### config.mk
export PLATFORM = sky130hd
export DESIGN_NAME = screen_mux_sync
export DESIGN_NICKNAME = d
export VERILOG_FILES = /design/src/rtl/screen_mux_sync.sv
export SDC_FILE = /design/constraint.sdc
export NUM_CORES = 1
export LEC_CHECK = 0
export BUFFER_PORTS_ARGS = -buffer_cell sky130_fd_sc_hd__buf_2
export CAP_MARGIN = 40
export CELL_PAD_IN_SITES_DETAIL_PLACEMENT = 0
export CELL_PAD_IN_SITES_GLOBAL_PLACEMENT = 1
export CORE_UTILIZATION = 37
export CTS_BUF_LIST = sky130_fd_sc_hd__clkbuf_8
export CTS_CLUSTER_SIZE = 10
export DETAILED_ROUTE_END_ITERATION = 8
export GPL_ROUTABILITY_DRIVEN = 0
export PLACE_DENSITY_LB_ADDON = 0.1
export SYNTH_ARGS = -nofsm -noshare
export SYNTH_HDL_FRONTEND = slang
export SYNTH_SLANG_ARGS = --single-unit
### constraint.sdc
create_clock -name pclk -period 2.7 [get_ports pclk]
set_input_delay 0.135 -clock pclk [delete_from_list [all_inputs] [get_ports pclk]]
set_output_delay 0.135 -clock pclk [all_outputs]
set_load 0.02 [all_outputs]
### src/rtl/screen_mux_sync.sv
// Registered N-way VGA source selector. Source changes commit only at a vsync
// rising edge of the timing source, optionally followed by RGB-blanked frames.
`ifndef VGA_BUS_SIZE
`define VGA_BUS_SIZE 16
`endif

module screen_mux_sync #(
  parameter int N_SRC        = 4,
  parameter int SEL_W        = 2,
  parameter int BUS_W        = `VGA_BUS_SIZE,
  parameter int VSYNC_BIT    = 0,
  parameter int RGB_LSB      = 0,
  parameter int RGB_W        = 12,
  parameter int BLANK_FRAMES = 2,
  parameter int DEFAULT_SRC  = 0
) (
  input  logic                   pclk,
  input  logic                   rst,
  input  logic [N_SRC*BUS_W-1:0] vga_in,
  input  logic [N_SRC-1:0]       sel_vec,
  output logic [BUS_W-1:0]       vga_out,
  output logic [SEL_W-1:0]       active_sel,
  output logic                   switching
);

  localparam logic [1:0] SHOW    = 2'd0;
  localparam logic [1:0] PENDING = 2'd1;
  localparam logic [1:0] BLANK   = 2'd2;

  localparam logic [SEL_W-1:0] DEF_SEL  = SEL_W'(DEFAULT_SRC);
  localparam logic [3:0]       BLANK_N  = 4'(BLANK_FRAMES);
  localparam logic [BUS_W-1:0] RGB_MASK = BUS_W'((64'd1 << RGB_W) - 64'd1) << RGB_LSB;

  // Handshake: none; sel_vec is a level sampled every pclk, vga_out is valid every cycle.

  logic [BUS_W-1:0] src [N_SRC];
  for (genvar g = 0; g < N_SRC; g++) begin : g_unpack
    assign src[g] = vga_in[g*BUS_W +: BUS_W];
  end

  logic [1:0]       state, state_n;
  logic [SEL_W-1:0] target, target_n, active_n;
  logic [SEL_W-1:0] req, tsrc, tsrc_n;
  logic [3:0]       count, count_n;
  logic             vsync_prev;
  logic             frame_start;

  // Lowest set index wins; an empty vector falls back to the default source.
  always_comb begin
    req = DEF_SEL;
    for (int i = N_SRC - 1; i >= 0; i--) begin
      if (sel_vec[i]) req = SEL_W'(i);
    end
  end

  assign tsrc        = (state == BLANK) ? target : active_sel;
  assign frame_start = src[tsrc][VSYNC_BIT] & ~vsync_prev;

  always_comb begin
    state_n  = state;
    active_n = active_sel;
    target_n = target;
    count_n  = count;
    case (state)
      SHOW: begin
        if (req != active_sel) begin
          target_n = req;
          state_n  = PENDING;
        end
      end
      PENDING: begin
        // A frame boundary wins over a same-cycle request change.
        if (frame_start) begin
          if (BLANK_FRAMES == 0) begin
            active_n = target;
            state_n  = SHOW;
          end else begin
            count_n = BLANK_N;
            state_n = BLANK;
          end
        end else if (req == active_sel) begin
          state_n = SHOW;
        end else begin
          target_n = req;
        end
      end
      BLANK: begin
        if (frame_start) begin
          if (count <= 4'd1) begin
            count_n  = 4'd0;
            active_n = target;
            state_n  = SHOW;
          end else begin
            count_n = 4'(count - 4'd1);
          end
        end else if (req != target) begin
          target_n = req;
          count_n  = BLANK_N;
        end
      end
      default: state_n = SHOW;
    endcase
    tsrc_n = (state_n == BLANK) ? target_n : active_n;
  end

  // vsync_prev follows whichever source will drive timing next cycle, so a
  // timing-source change never manufactures a false vsync edge.
  always_ff @(posedge pclk or posedge rst) begin
    if (rst) begin
      state      <= SHOW;
      active_sel <= DEF_SEL;
      target     <= DEF_SEL;
      count      <= 4'd0;
      vsync_prev <= 1'b0;
      vga_out    <= '0;
      switching  <= 1'b0;
    end else begin
      state      <= state_n;
      active_sel <= active_n;
      target     <= target_n;
      count      <= count_n;
      vsync_prev <= src[tsrc_n][VSYNC_BIT];
      vga_out    <= (state == BLANK) ? (src[target] & ~RGB_MASK) : src[active_sel];
      switching  <= (state_n != SHOW);
    end
  end

endmodule

==> results.md <==
* # DRC at 0
* Crit. End Element: flip-flop
* Clk sinks at 28
* GRT met1 Usage at 23.2%
* Peak supply drop at 0.000346 V
* Met3 Use GR at 2.14%
* Vias at 1694
* Hold Crit Start: vga_in[32]
* Initial antenna violation count at 0
* CP delay by family, top: multiplexers
* Post-synth ARST share at 100%
* Diode count at 0
* Max incr delay on CP at 0.49 ns
* All-Layer GR Usage at 18.2%
* Number of global-route vias before repair at 1569
* Syn_area_per_cell at 11.5 um2
* Syn nets at 242
* Most used cell, CP: mux2i_1
* Share of the synthesized area in the top cell type at 35.7%
* Status: complete, no violations
* Register area share after synthesis at 35.7%
* Placed cell count at 332
* Synth top area cells: dfrtp_1 (36%), mux4_2 (18%), mux4_1 (5.4%)
* Crit path time final at 2.50 ns
* Core ar. at 5110 um2
* Initial Util at 38.4%
* Unrepaired setup endpoints after global routing: false
* WP buf/inv at 0
* Die Y at 74.8 um
* Max_slew headroom at 54.9%
* Syn Inst Count at 170
* Pre-CTS setup slack at 0.222 ns
* Mapped Area at 1960 um2
* Drt pass-1 iters at 4
* CTS resizes at 0
* Worst path arrival time at 2.71 ns
* Worst r2r src: state[0]
* Max clock buf depth at 2
* DP HPWL at 3950 um
* Final antenna-violating net count at 0
* Pin count of the biggest net entering global routing at 17
* Clk_lat worst skew at 0.28 ns
* GRT busiest layer: met2
* Area grow syn2layout at 33.9%
* CP startpoint: state[0]
* Critical Path, Cell by Cell: nand2b_2 > a21o_4 > mux2i_1 > a2111o_1 > and2_4 > mux2_4 > mux2i_4 > mux2i_1
* # hold bufs at CTS at 1
* Vias/cell at 5.03
* Required @ worst endpoint at 2.91 ns
* Die W at 74.8 um
* Total grt overflow at 0
* Final-report hold violation count at 0
* EDFF count, synth at 0
* Dpl cell area at 2550 um2
* LEAKAGE at 1.25 nW
* Worst Setup Slack, final at 0.203 ns
* Crit start category: flip-flop
* Synth area leader: dfrtp_1
* CP Max Fanout at 8
* IO Pins at 89
* Final setup violating endpoints at 0
* Die area at 5600 um2
* First-pass GRT wire length at 7540 um
* CTS tree: done
* DRT Wirelength at 4980 um
* MaxCap Viol Count at 0
* I/O Buffers at 88
* Crit-path slowest cell: a2111o_1
* Worst hold margin at 0.205 ns
* Clk_skew at 0.00257 ns
* Crit Path Category: reg -> reg
* Flops & latches, synth at 28
* CTS Root Cell: clkbuf_8
* Post-CTS Setup Bufs at 0
* Synth warn at 0
* Max Freq at 0.400 GHz
* Synth cell types at 42
* Core Rows at 26
* Worst slew pin tran at 0.676 ns
* Design area at 2630 um2
* Layout cells sized above 1 at 49.8%
* 1st-iter DRT viols at 38
* H-tree depth at 1
* Max Slew Vio Count at 0
* Final worst path period share at 92.5%
* Reg clk slew, reported paths at 0.10 ns
* Num CTS Buffers at 3
* Worst min-delay path category: in -> reg
* Met2 GRT Util at 32.1%
* Setup TNS at 0 ns
* Wire per inst at 14.8 um
* Final Non-Filler Cells at 337
* PwrDens at 972 nW/um2
* Ys flop type: dfrtp_1
* Final #Nets at 340
==> per-stage QoR <==
step	utilization, %	power (mW)
2_1_floorplan	-	1.80
3_3_place_gp	49.6	2.23
3_5_place_dp	49.9	2.23
4_1_cts	51.5	2.58
5_1_grt	51.5	2.74
6_report	51.5	2.55
==> cell usage after synthesis, types with 2 or more instances <==
cell type,number
nor3_1,3
nor4bb_1,2
o21ai_1,4
ha_1,2
a21o_2,2
o21ai_0,5
mux2i_1,9
a21oi_1,6
mux4_1,4
nand2_1,15
mux4_2,16
nand2b_1,3
buf_2,3
nor4_1,3
o221ai_1,2
and2_1,12
nor2b_1,2
a211oi_1,5
clkbuf_1,4
nand3_1,2
inv_1,8
dfrtp_1,28
nor2_1,11
==> registers in the layout, summed over array words and instances, names as in the netlist <==
signal	flops
target	2
vsync_prev	1
switching	1
vga_out	16
count	4
state	2
active_sel	2
==> per-layer routing <==
layer	vias to the layer above	wire length [um]
met1	791	2240
li1	845	-
met2	53	2490
met3	5	184
met4	0	62
met5	-	0
==> worst min-delay path: stages <==
cell and delay (ns):
buf_2 0.12, mux2i_1 0.07, mux2i_1 0.12
==> where the power goes <==
group / internal, mW / switching, mW / leakage [nW]
clock: 0.199 / 0.142 / 0.0357
combinational: 0.737 / 0.771 / 0.881
sequential: 0.596 / 0.109 / 0.333
==> cells by family (layout without fill, tap and decap cells) <==
group,Yosys count,in the layout,synth area share [%]
AOI/OAI and AO/OA,33,33,12.4
adders and majority gates,2,2,1.27
buffers and inverters,17,114,4.02
DFF,28,28,35.7
muxes,32,32,30.8
and+or+nand+nor,58,58,15.9
==> final timing paths <==
check,to,slack [ns],cells after the start
setup / recovery,vsync_prev,0.20,8
hold / removal,vsync_prev,0.20,3
setup reg to reg,vsync_prev,0.20,8
hold reg to reg,count[0],0.54,1
max in group asynchronous,active_sel[1],1.67,4
min in group asynchronous,vga_out[11],0.51,3
==> layout make-up <==
cell class                      count  area [um2]
Clock buffer                        3        41.3
Timing Repair Buffer              102         556
Fill cell                         492        2480
Multi-Input combinational cell    125        1180
Tap cell                           70        87.6
Inverter                            8        30.0
Clock inverter                      1        30.0
Sequential cell                    28         701
==> placed cells by master, fill, tap and decap left out, types with 2 or more instances in the layout <==
master	Yosys	routed
a21o_2	2	2
mux4_1	4	4
nor2b_1	2	2
a211oi_1	5	5
nor2_1	11	11
inv_1	8	8
o221ai_1	2	2
nand3_1	2	2
nand2_1	15	15
nand2b_1	3	3
nor4_1	3	3
and2_1	12	12
ha_1	2	2
dfrtp_1	28	28
buf_4	1	12
mux4_2	16	16
a21oi_1	6	6
nor3_1	3	3
o21ai_1	4	4
nor4bb_1	2	2
buf_2	3	88
clkbuf_8	0	3
mux2i_1	9	9
o21ai_0	5	5
(Power assumes the default switching activity.)
